### config.mk
export PLATFORM = sky130hd
export DESIGN_NAME = sd_seq_gen
export DESIGN_NICKNAME = d
export VERILOG_FILES = /design/src/rtl/sd_seq_gen.sv
export SDC_FILE = /design/constraint.sdc
export NUM_CORES = 1
export LEC_CHECK = 0
export CORE_ASPECT_RATIO = 0.9
export CORE_MARGIN = 2
export CORE_UTILIZATION = 50
export DETAILED_ROUTE_END_ITERATION = 7
export DONT_BUFFER_PORTS = 1
export PLACE_DENSITY = 0.63
export SYNTH_ARGS = -nofsm -noshare
export SYNTH_HDL_FRONTEND = slang
export SYNTH_SLANG_ARGS = --single-unit
### constraint.sdc
create_clock -name clk -period 6.05 [get_ports clk]
set_clock_uncertainty 0.15 [all_clocks]
set_input_delay 0.605 -clock clk [delete_from_list [all_inputs] [get_ports clk]]
set_output_delay 0.605 -clock clk [all_outputs]
set_load 0.05 [all_outputs]
### src/rtl/sd_seq_gen.sv
// sd_seq_gen: srdy/drdy source producing an incrementing word stream
// with a programmable srdy gap pattern, word limit and error injection.
module sd_seq_gen #(
  parameter int width     = 8,
  parameter int pat_dep   = 8,
  parameter int cnt_width = 16
) (
  input  logic                 clk,
  input  logic                 reset,
  input  logic                 cfg_start,
  input  logic [width-1:0]     cfg_init,
  input  logic [cnt_width-1:0] cfg_count,
  input  logic [pat_dep-1:0]   cfg_srdy_pat,
  input  logic                 cfg_err_inj,
  output logic                 p_srdy,
  input  logic                 p_drdy,
  output logic [width-1:0]     p_data,
  output logic                 done,
  output logic                 busy,
  output logic [cnt_width-1:0] sent_cnt
);

  localparam int DW = (pat_dep > 1) ? $clog2(pat_dep) : 1;
  localparam logic [DW-1:0] DPP_ONE =
    (pat_dep > 1) ? DW'(1) : DW'(0);
  localparam logic [DW-1:0] DPP_MAX = DW'(pat_dep - 1);
  localparam logic [width-1:0] D_ONE = width'(1);
  localparam logic [cnt_width-1:0] C_ONE = cnt_width'(1);

  typedef enum logic [1:0] {
    S_IDLE,
    S_RUN,
    S_DONE
  } state_t;

  state_t                r_state;
  logic [width-1:0]      r_seq;
  logic [width-1:0]      r_data;
  logic [cnt_width-1:0]  r_cnt;
  logic [cnt_width-1:0]  r_sent;
  logic [pat_dep-1:0]    r_pat;
  logic [DW-1:0]         r_dpp;
  logic                  r_err;
  logic                  r_srdy;
  logic                  r_done;
  logic                  r_busy;

  logic [pat_dep-1:0]    w_pat_in;
  logic                  w_xfer;
  logic                  w_adv;
  logic                  w_last;
  logic                  w_err_now;
  logic                  w_slot;
  logic [width-1:0]      w_seq_nx;
  logic [width-1:0]      w_flip;
  logic [width-1:0]      w_flip_st;
  logic [cnt_width-1:0]  w_sent_nx;
  logic [DW-1:0]         w_dpp_nx;

  // An all-zero pattern would never offer a word, so it means "every slot".
  assign w_pat_in  = (cfg_srdy_pat == '0) ? '1 : cfg_srdy_pat;
  assign w_xfer    = r_srdy & p_drdy;
  assign w_adv     = (r_state == S_RUN) & (~r_srdy | w_xfer);
  assign w_sent_nx = r_sent + C_ONE;
  assign w_last    = w_xfer & (r_cnt != '0) & (w_sent_nx == r_cnt);
  assign w_seq_nx  = w_xfer ? (r_seq + D_ONE) : r_seq;
  assign w_err_now = r_err | cfg_err_inj;
  assign w_flip    = w_err_now ? D_ONE : '0;
  assign w_flip_st = cfg_err_inj ? D_ONE : '0;
  assign w_slot    = r_pat[r_dpp];
  assign w_dpp_nx  = (r_dpp == DPP_MAX) ? '0 : (r_dpp + DPP_ONE);

  // Run-control FSM with registered handshake outputs.
  always_ff @(posedge clk) begin
    if (reset) begin
      r_state <= S_IDLE;
      r_seq   <= '0;
      r_data  <= '0;
      r_cnt   <= '0;
      r_sent  <= '0;
      r_pat   <= '0;
      r_dpp   <= '0;
      r_err   <= 1'b0;
      r_srdy  <= 1'b0;
      r_done  <= 1'b0;
      r_busy  <= 1'b0;
    end else begin
      if (cfg_err_inj) r_err <= 1'b1;
      unique case (r_state)
        S_IDLE, S_DONE: begin
          if (cfg_start) begin
            r_state <= S_RUN;
            r_cnt   <= cfg_count;
            r_pat   <= w_pat_in;
            r_seq   <= cfg_init;
            r_sent  <= '0;
            r_done  <= 1'b0;
            r_busy  <= 1'b1;
            r_srdy  <= w_pat_in[0];
            r_dpp   <= DPP_ONE;
            // Start clears the flag first, so a same-cycle pulse
            // lands on the first word of the run.
            if (w_pat_in[0]) begin
              r_data <= cfg_init ^ w_flip_st;
              r_err  <= 1'b0;
            end else begin
              r_err  <= cfg_err_inj;
            end
          end
        end
        S_RUN: begin
          if (w_xfer) begin
            r_seq  <= w_seq_nx;
            r_sent <= w_sent_nx;
          end
          if (w_last) begin
            r_state <= S_DONE;
            r_done  <= 1'b1;
            r_busy  <= 1'b0;
            r_srdy  <= 1'b0;
          end else if (w_adv) begin
            r_srdy <= w_slot;
            r_dpp  <= w_dpp_nx;
            if (w_slot) begin
              r_data <= w_seq_nx ^ w_flip;
              r_err  <= 1'b0;
            end
          end
        end
        default: begin
          r_state <= S_IDLE;
        end
      endcase
    end
  end

  assign p_srdy   = r_srdy;
  assign p_data   = r_data;
  assign done     = r_done;
  assign busy     = r_busy;
  assign sent_cnt = r_sent;

endmodule

[Word-level counts from Yosys, hierarchy flattened]
Index checks and enable logic that the tools add are counted.
Storage, ports and cells
  input port bits: 37
  output and inout port bits: 27
  flip-flop bits (word level): 65
  word-level logic and storage cells: 91
Operators by class
  magnitude comparators: 1
  bitwise logic cells: 9
  reductions and logical operators: 12
  add/subtract/negate cells: 3
  multiplexer cells: 43
  eq/ne operators: 12
Operator list (count)
  8-bit two-way mux: 9
  16-bit two-way mux: 2
  16-bit case mux with 2 select lines: 1
  8-bit case mux with 2 select lines: 2
  16-bit by 1-bit adder with 16-bit output (second input constant): 1
  16-bit == test: 1
  1-bit two-way mux: 16
  16-bit nonzero test: 1
  8-bit by 1-bit XOR with 8-bit output: 2
  2-bit inequality test (second input constant): 7
  3-bit two-way mux: 4
  3-bit AND reduction: 3
  8-bit by 1-bit adder with 8-bit output (second input constant): 1
  8-bit zero test: 1
  1-bit case mux with 2 select lines: 4
  3-bit case mux with 2 select lines: 1
  6-bit AND reduction: 1
  1-bit AND: 4
  3-bit by 4-bit less-than comparator with 1-bit output (second input constant): 1
  2-bit two-way mux: 2
  2-bit case mux with 2 select lines: 1
  2-bit AND reduction: 2
  4-bit AND reduction: 1
  3-bit by 1-bit adder with 3-bit output (second input constant): 1
  other kinds (10): 11

[Depth between registers and ports, before layout]
Gate-level depths: netlist of run 1.
  word-level depth: 7
  gate-level depth with buffers: 10
  gate-level depth less buffers: 9

[Least setup slack after synthesis of run 1]
Ideal clock, no wire load.
  kind: flip-flop to flip-flop
  start: reg r_sent[0], in the netlist sent_cnt[0]
  end: reg r_dpp[0]
  library setup time: 133 ps
  buffers on the path: 1
  slack: 2808 ps
  arrival: 2959 ps
  cell stages (with the launch flop): 10
  period minus slack after synthesis: 3242 ps
  required time: 5767 ps
  cell sequence: dfxtp_1 ha_1 nand3_1 or3_1 buf_2 a2111oi_4 a311oi_2 or4_4 a21oi_1 a211oi_2
Between the ends
  longest elaborated chain between the ends: 5
Ends and longest elaborated chain
  start, declared: RTL line 40  | logic [cnt_width-1:0] r_sent;
  start signal, assigned: RTL line 114  | r_sent <= w_sent_nx;
  16-bit by 1-bit adder with 16-bit output: RTL line 64  | assign w_sent_nx = r_sent + C_ONE;
  16-bit == test: RTL line 65  | assign w_last = w_xfer & (r_cnt != '0) & (w_sent_nx == r_cnt);
  1-bit AND: RTL line 65
  2-bit inequality test (no source line)
  4-bit AND reduction (no source line)
  end signal, assigned: RTL line 123  | r_dpp <= w_dpp_nx;
  end, declared: RTL line 42  | logic [DW-1:0] r_dpp;
No other way between the ends.
A chain may end at the register's enable or synchronous reset.

[Worst setup path after layout of run 1]
Same ends and word-level chain as after synthesis.

==> impl_metrics.toml, run 1 <==
[clock_network]
cts.sinks = 65
cts_resized = 0
cts_hold_buf = 0
cts.clk_slew.worst_paths_ns = 0.08
cts-root-buf = "clkbuf_8"
tritoncts = "built"
h-tree-depth = 3
clk_latency_ns = 0.35
post_cts_buffers = 0
cts_buffers = 9
cts_max_path_buffers = 2

[finish]
fin_cells = 531
syn_to_final_growth_pct = 6.68
nets = 474
antenna_cells_inserted = 0
drive_above_1_share_pct = 7.99

[logic_synthesis]
synth_nets = 491
synth_top_area_share_pct = 37.0
mappedNetlistArea_um2 = 3520
synth_common_cells = "nand2_1, dfxtp_1, a21oi_1"
synth_edf_count = 0
ys_warn_count = 0
synthCells = 450
yosys.area.top_type = "dfxtp_1"
synth_cell_type_count = 59
synth.most_common_cell = "nand2_1"
synth_area_leaders = "dfxtp_1, a21oi_1, nand2_1"
ys_seq_area_share_pct = 37.0
synth_area_per_cell_um2 = 7.82
ys_ff_latch = 65
async_flop_share_pct = 0
synth-main-ff-cell = "dfxtp_1"

[setup_path]
cp_max_fo = 10
crit_type = "flip-flop to flip-flop"
path_cells = "ha_1 -> nand3_1 -> or3_1 -> a2111oi_4 -> a311oi_2 -> nor4b_4 -> nor2_1 -> a211oi_2"
critPathMaxStageDelay_ns = 0.79
cp_data_arrival_time_ns = 3.80
end_kind = "flip-flop"
r2r-end = "r_dpp[0]"
crit_start = "sent_cnt[0]"
r2r_slack_ns = 2.36
critPathCapture = "r_dpp[0]"
slowest_stage = "dfxtp_1"
cp_data_required_time_ns = 6.16
r2r-start = "sent_cnt[0]"
crit_path_start_kind = "flip-flop"
reg2regPathDepth = 8

[die]
initial_core_util_pct = 50.8
fp-row-count = 29
core_um2 = 6930
dieArea_um2 = 7730
die_h_um = 83.6
die_w_um = 92.5
ioPinCount = 64

[grt]
grt_antenna_before_repair = 0
track_usage_pct = 24.6
grt_pass1_wl_um = 15200
grt_max_degree = 59
first_global_vias = 2939
grt_overflow = 0

[pwr]
p_leak_uw = 0.00129
switchingPower_uw = 281
swShare_pct = 27.5
power.density_nw_per_um2 = 271
power_uw = 1020
p_int_uw = 739
ir_drop_mv = 0.196
pwr-share-comb_pct = 11.0
clkPwrFrac_pct = 40.7
power_frac_seq_pct = 48.3

[sta]
finalSetupTns_ns = 0
min_period_ns = 3.69
setup_viol = 0
rsz0062_at_grt = "false"
worst_slew_pin_slew_ns = 1.07
slew_headroom_pct = 28.7
finalHoldViolCount = 0
finalCritPeriodShare_pct = 60.9
drv_slew = 0
fmax_mhz = 271

[detailed_routing]
drt-total-wl_um = 9260
dr_total_vias = 3212
dr.pass1.iters = 4
drc = 0
wire_per_inst_um = 17.4
postRouteAntennaNets = 0
vias_per_cell = 6.05
first_iter_violations = 192

[hold_path]
hp-start = "reset"
hold_class = "primary input to flip-flop"

[placement]
place_congestion = 0.875
dp_hpwl_um = 6500
port_buffers = 0
dp.cells = 515

[status]
status = "complete, no violations"

[flow_run]
drv_cap = 0
-- per-layer routing --
metal,share of wire (%),GRT usage (%),vias to the layer above
li1,-,-,1578
met4,0.64,5.70,0
met3,7.3,7.41,5
met5,0,0,-
met1,48,36.0,1516
met2,44,35.4,113
-- placed cells by master (no fill, tap or decap), drive strengths merged, types with 5 or more instances in the layout --
| cell | count |
|---|---|
| dfxtp | 65 |
| o31ai | 7 |
| nor3 | 18 |
| nor4 | 7 |
| clkbuf | 12 |
| nand4 | 9 |
| xor2 | 11 |
| and3 | 6 |
| nand2 | 68 |
| a21oi | 55 |
| nor2 | 48 |
| xnor2 | 20 |
| o21ai | 29 |
| nand3 | 15 |
| a311oi | 5 |
| nor2b | 5 |
-- flip-flops by register name, indices dropped and copies added, names as in the netlist --
signal,flops
r_cnt,16
sent_cnt,16
p_data,8
r_pat,8
r_seq,8
r_dpp,3
r_state,2
busy,1
done,1
p_srdy,1
r_err,1
-- per-stage QoR --
stage / cell area [µm²] / hold WS [ns] / worst slack, ns / utilization (%)
after CTS: 3760 / 0.156 / 2.39 / 54.2
after global routing: 3760 / 0.155 / 2.09 / 54.2
after detailed placement: 3530 / 0.302 / 2.42 / 51.0
after floorplan: 3520 / 0.294 / 2.81 / -
final: 3760 / 0.175 / 2.36 / 54.2
after global placement: 3530 / 0.295 / 2.56 / 51.0
-- cells by family (layout without fill, tap and decap cells) --
logic type / count (synthesis) / in the layout / synth area share, %
DFF: 65 / 65 / 37.0
adders and majority gates: 4 / 4 / 1.42
xor gates and xnor gates: 31 / 31 / 7.71
muxes: 3 / 3 / 1.56
buffers and inverters: 34 / 22 / 3.84
AOI/OAI and AO/OA: 118 / 118 / 20.7
and+or+nand+nor: 195 / 195 / 27.8
-- worst max-delay path: cells and delay by family (launching register included) --
kind / cells / cell delay (ns)
fa+ha+maj: 1 / 0.37
compound gates: 3 / 0.73
simple gates: 4 / 1.55
flops: 1 / 0.79
-- worst min-delay path by stage --
| stage | to | slack [ns] | cells after the start |
|---|---|---|---|
| floorplan | r_seq[7] | 0.29 | 2 |
| global placement | r_seq[7] | 0.30 | 2 |
| detailed placement | r_seq[7] | 0.30 | 2 |
| CTS | p_data[7] | 0.16 | 1 |
| global route | r_seq[3] | 0.15 | 1 |
| finish | r_seq[6] | 0.18 | 1 |
-- power by group through the flow --
stage / Sequential, µW / Clock [µW] / Combinational (µW)
after floorplan: 493 / 0 / 94.6
after global placement: 501 / 0 / 109
after detailed placement: 502 / 0 / 111
after CTS: 492 / 422 / 112
after global routing: 495 / 442 / 125
final: 492 / 415 / 112
-- area by class of cell --
type / instances / area [µm²]
clock buffers: 12 / 145
clock inverters: 4 / 76.3
fillers: 677 / 3170
inverters: 4 / 15.0
multi-input cells: 351 / 2090
flip-flops and latches: 65 / 1300
well taps: 93 / 116
repair buffers: 2 / 15.0
(Power assumes the default switching activity.)
==> inputs of run 2 (changes only) <==
clock period = 3.7 ns   (was 6.05 ns; I/O delays follow)
==> run 2 against run 1 <==
Via count rose by 1.5%. Sequential share of layout area shrank 2.5 points. Non-clock buffer count up 33. Critical path type unchanged. Highest routed layer unchanged. Combinational power rose by 89%. Register-to-register slack lost 1.9 ns.
==> impl_metrics.toml, run 2 (same netlist as run 1, synthesis figures left out) <==
[status]
status = "complete, no violations"

[setup_path]
crit_type = "flip-flop to flip-flop"
slowest_stage = "nor4b_4"
crit_buf_inv = 0
cp_max_fo = 14
r2r_slack_ns = 0.51
crit_start = "sent_cnt[5]"
crit_path_start_kind = "flip-flop"
r2r-start = "sent_cnt[5]"
critPathMaxStageDelay_ns = 0.66
end_kind = "flip-flop"
crit_family = "simple AND/OR/NAND/NOR gates"
cp_data_required_time_ns = 3.83
reg2regPathDepth = 7
cp_data_arrival_time_ns = 3.32
path_cells = "nand4_1 -> or3_1 -> a2111oi_4 -> a311oi_2 -> nor4b_4 -> nor2_1 -> a211oi_2"
r2r-end = "r_dpp[0]"

[detailed_routing]
wire_per_inst_um = 16.1
dr.pass1.iters = 4
postRouteAntennaNets = 0
met3_length_um = 572
met2WireLength_um = 3980
dr_total_vias = 3260
drt-total-wl_um = 9090
routed.top_layer = "met4"
first_iter_violations = 227
drc = 0
vias_per_cell = 5.78
drt-met1-wl_um = 4420

[clock_network]
cts_resized = 0
cts.sinks = 65
tritoncts = "built"
post_cts_buffers = 0
cts.clk_slew.worst_paths_ns = 0.07
cts_buffers = 9
cts-root-buf = "clkbuf_8"
cts_max_path_buffers = 2
clk_latency_ns = 0.35
h-tree-depth = 3

[finish]
final_common_cell = "nand2_1"
fin_area_um2 = 4050
fillers = 664
nets = 507
syn_to_final_growth_pct = 15.0
layout_common_cells = "nand2_1, dfxtp_1, a21oi_1, nor2_1, buf_4"
drive_above_1_share_pct = 12.5
antenna_cells_inserted = 0

[sta]
finalCritPeriodShare_pct = 86.1
finalSetupTns_ns = 0
drv_slew = 0
slew_headroom_pct = 28.7
hold-worst-slack_ns = 0.00212
setup_viol = 0
rsz0062_at_grt = "false"
worst_slew_pin_slew_ns = 1.06
min_period_ns = 3.19
finalHoldViolCount = 0
layout_setup_ws_ns = 0.513
fmax_mhz = 314

[grt]
grt_max_degree = 56
track_usage_pct = 24.5
grt_pass1_wl_um = 15000
grt_overflow = 0
grt_antenna_before_repair = 0
first_global_vias = 3016

[die]
initial_core_util_pct = 50.8
ioPinCount = 64
die_h_um = 83.6
fp-row-count = 29
dieArea_um2 = 7730
core_um2 = 6930
die_w_um = 92.5

[placement]
pre_cts_ws_ns = 0.599
dp_hpwl_um = 6340
place_congestion = 0.841
postPlaceCellArea_um2 = 3690
port_buffers = 0

[pwr]
swShare_pct = 28.1
power_uw = 1700
p_int_uw = 1220
clkPwrFrac_pct = 40.7
p_leak_uw = 0.00146
ir_drop_mv = 0.265
power.density_nw_per_um2 = 420
switchingPower_uw = 478
power_frac_seq_pct = 46.8
pwr-share-comb_pct = 12.5

[flow_run]
drv_cap = 0

[hold_path]
min_path_cells = 2
hold_class = "primary input to flip-flop"
hp-start = "cfg_count[8]"
min_to = "r_cnt[8]"
-- run 2: cell types whose count changed in the layout (fill, tap and decap cells not counted) --
cell	delta
clkbuf_1	-2
clkinv_2	+1
inv_6	+1
buf_12	+1
buf_4	+21
dlygate4sd3_1	+11
-- run 2: final cells by class --
cell class,instances,area [µm²],area share (%)
Multi-Input combinational cell,351,2090,51.5
Tap cell,93,116,2.87
Clock inverter,6,90.1,2.22
Timing Repair Buffer,35,303,7.48
Sequential cell,65,1300,32.1
Clock buffer,10,138,3.40
Inverter,4,15.0,0.371
-- run 2: power by group through the flow --
stage	combinational [µW]	clock [µW]	sequential [µW]
4_1_cts	213	700	795
5_1_grt	239	731	801
3_5_place_dp	191	0	812
3_3_place_gp	188	0	811
2_1_floorplan	155	0	807
6_report	212	692	796
-- run 2: what timing repair did --
action,in CTS,in global routing
hold endpoints to repair,56,0
endpoints found under the setup margin,0,0
hold buffers,12,0
-- run 2: through the flow --
stage,utilization [%],instances
after floorplan,-,450
after global placement,53.3,536
after detailed placement,53.3,536
after CTS,58.4,564
after global routing,58.4,564
final,58.4,564
-- run 2: per-layer routing --
layer	vias to the layer above	track usage, %
li1	1641	-
met1	1522	36.0
met5	-	0
met4	0	9.36
met3	8	5.60
met2	89	34.6
-- run 2: how the worst max path moves through the flow --
| stage | endpoint | slack, ns | depth (start not counted) |
|---|---|---|---|
| after floorplan | r_dpp[0] | 0.46 | 9 |
| after global placement | r_dpp[0] | 0.64 | 9 |
| after detailed placement | r_dpp[0] | 0.60 | 7 |
| after CTS | r_dpp[0] | 0.58 | 7 |
| after global routing | r_dpp[0] | 0.31 | 7 |
| final | r_dpp[0] | 0.51 | 7 |
==> inputs of run 3 (changes only) <==
ABC_AREA = 1   (was not set)
CORE_ASPECT_RATIO = 1.25   (was 0.9)
SKIP_CTS_REPAIR_TIMING = 1   (was not set)
==> run 3 against run 2 <==
Synthesized area is 6.4% higher. Flip-flop and latch count unchanged. Sequential share of layout area shrank 0.30 points. Largest cell class unchanged. Maximum frequency up 12%. Highest routed layer unchanged.
==> impl_metrics.toml, run 3 <==
[setup_path]
end_kind = "flip-flop"
reg2regPathDepth = 13
r2r_slack_ns = 0.86
cp_data_arrival_time_ns = 2.94
cp_max_fo = 15
crit_type = "flip-flop to flip-flop"
r2r-start = "sent_cnt[3]"
cp_data_required_time_ns = 3.80
r2r-end = "p_data[6]"
crit_path_start_kind = "flip-flop"

[detailed_routing]
drc = 0
dr.pass1.iters = 5
dr_total_vias = 3652
first_iter_violations = 184
drt-total-wl_um = 9910
met2WireLength_um = 4890
wire_per_inst_um = 14.5
met3_length_um = 476
routed.top_layer = "met4"
vias_per_cell = 5.35
drt-met1-wl_um = 4260
postRouteAntennaNets = 0

[die]
fp-row-count = 35
dieArea_um2 = 8210
ioPinCount = 64
core_um2 = 7310
die_w_um = 81.4
die_h_um = 101
initial_core_util_pct = 51.2

[logic_synthesis]
synth_nets = 624
mappedNetlistArea_um2 = 3750
synth_edf_count = 0
synth_area_per_cell_um2 = 6.43
ys_seq_area_share_pct = 34.7
synth.most_common_cell = "nand2_1"
synth_cell_type_count = 35
synth_top_area_share_pct = 34.7
synth_area_leaders = "dfxtp_1, nand2_1, a21oi_1"
synth_common_cells = "nand2_1, inv_1, dfxtp_1"
synth-main-ff-cell = "dfxtp_1"
async_flop_share_pct = 0
ys_ff_latch = 65
yosys.area.top_type = "dfxtp_1"
ys_warn_count = 0
synthCells = 583

[clock_network]
cts.sinks = 65
clk_latency_ns = 0.35
cts-root-buf = "clkbuf_8"
cts_max_path_buffers = 2
cts.clk_slew.worst_paths_ns = 0.07
tritoncts = "built"
cts_buffers = 9
h-tree-depth = 3

[sta]
min_period_ns = 2.84
finalHoldViolCount = 0
slew_headroom_pct = 36.6
rsz0062_at_grt = "false"
finalSetupTns_ns = 0
finalCritPeriodShare_pct = 76.8
fmax_mhz = 352
worst_slew_pin_slew_ns = 0.947
setup_viol = 0
drv_slew = 0
hold-worst-slack_ns = 0.0440

[finish]
final_common_cell = "nand2_1"
fin_cells = 683
multi_input_area_um2 = 2100
nets = 628
syn_to_final_growth_pct = 9.15
drive_above_1_share_pct = 8.29
fillers = 767
antenna_cells_inserted = 0
layout_common_cells = "nand2_1, inv_1, dfxtp_1, a21oi_1, nor2_1"
regArea_um2 = 1300

[placement]
place_congestion = 0.911
dp.cells = 667
dp_hpwl_um = 7250
port_buffers = 0

[hold_path]
min_to = "r_err"
hp-start = "reset"
hold_class = "primary input to flip-flop"
min_path_cells = 3

[grt]
grt_antenna_before_repair = 0
first_global_vias = 3411
grt_overflow = 0
grt_pass1_wl_um = 16100
grt_max_degree = 44
track_usage_pct = 25.5

[pwr]
ir_drop_mv = 0.257
p_leak_uw = 0.00175
power.density_nw_per_um2 = 429

[flow_run]
drv_cap = 0

[status]
status = "complete, no violations"
-- run 3: cell count changes after synthesis, sizes merged, moves of 7 or more --
cell / previous run / this run
nand4: 9 / 19
inv: 4 / 67
clkbuf: 24 / 17
nand3: 15 / 52
o31ai: 7 / 0
nand2: 68 / 163
nor3: 18 / 3
o21ai: 29 / 38
xnor2: 20 / 0
nor2: 48 / 65
-- run 3: worst max path at each step --
stage,startpoint,to,cells past startpoint
detailed placement,sent_cnt[3],p_data[6],13
CTS,sent_cnt[3],p_data[6],13
finish,sent_cnt[3],p_data[6],13
global placement,sent_cnt[3],p_data[6],13
floorplan,sent_cnt[0],p_data[0],15
global route,sent_cnt[3],p_data[6],13
-- run 3: metal layers --
| layer | track usage [%] | vias up |
|---|---|---|
| li1 | - | 1916 |
| met1 | 30.8 | 1631 |
| met2 | 43.0 | 87 |
| met3 | 5.65 | 18 |
| met4 | 10.7 | 0 |
| met5 | 0 | - |
-- run 3: cell type report --
class | instances | area share (%)
inverters | 68 | 6.24
repair buffers | 14 | 2.63
well taps | 92 | 2.82
flip-flops and latches | 65 | 31.8
clock buffers | 12 | 3.55
clock inverters | 3 | 1.59
multi-input cells | 429 | 51.3
-- run 3: cell families after synthesis --
family / synth area share (%)
and+or+nand+nor: 36.3
muxes: 0.267
xor gates and xnor gates: 1.40
adders and majority gates: 1.34
DFF: 34.7
buffers and inverters: 9.22
AOI/OAI and AO/OA: 16.7
-- run 3: worst max-delay path: stages, from the launching register on --
cell and delay [ns]:
dfxtp_1 0.72, nand2_1 0.28, nor2_4 0.22, nand3_2 0.14
nor2_1 0.12, nand2_1 0.11, nand3_2 0.12, nand2_1 0.06
nor2_2 0.16, nand4_4 0.24, nand3_1 0.21, nand2_1 0.08
nand2_1 0.06, nor2_1 0.05
-- run 3: metrics by stage --
step	util, %	area, µm²	setup WS, ns	total power, µW
floorplan	-	3750	1.14	1040
global placement	52.9	3870	0.895	1090
detailed placement	52.9	3870	0.837	1090
CTS	55.8	4080	0.813	1760
global route	55.9	4090	0.614	1830
finish	55.9	4090	0.858	1760
-- run 3: power by group --
part | switching, µW | leakage, µW | internal (µW) | total [µW]
sequential | 80.4 | 0.000534 | 748 | 829
clock | 281 | 0.000106 | 394 | 675
combinational | 166 | 0.00111 | 86.3 | 252
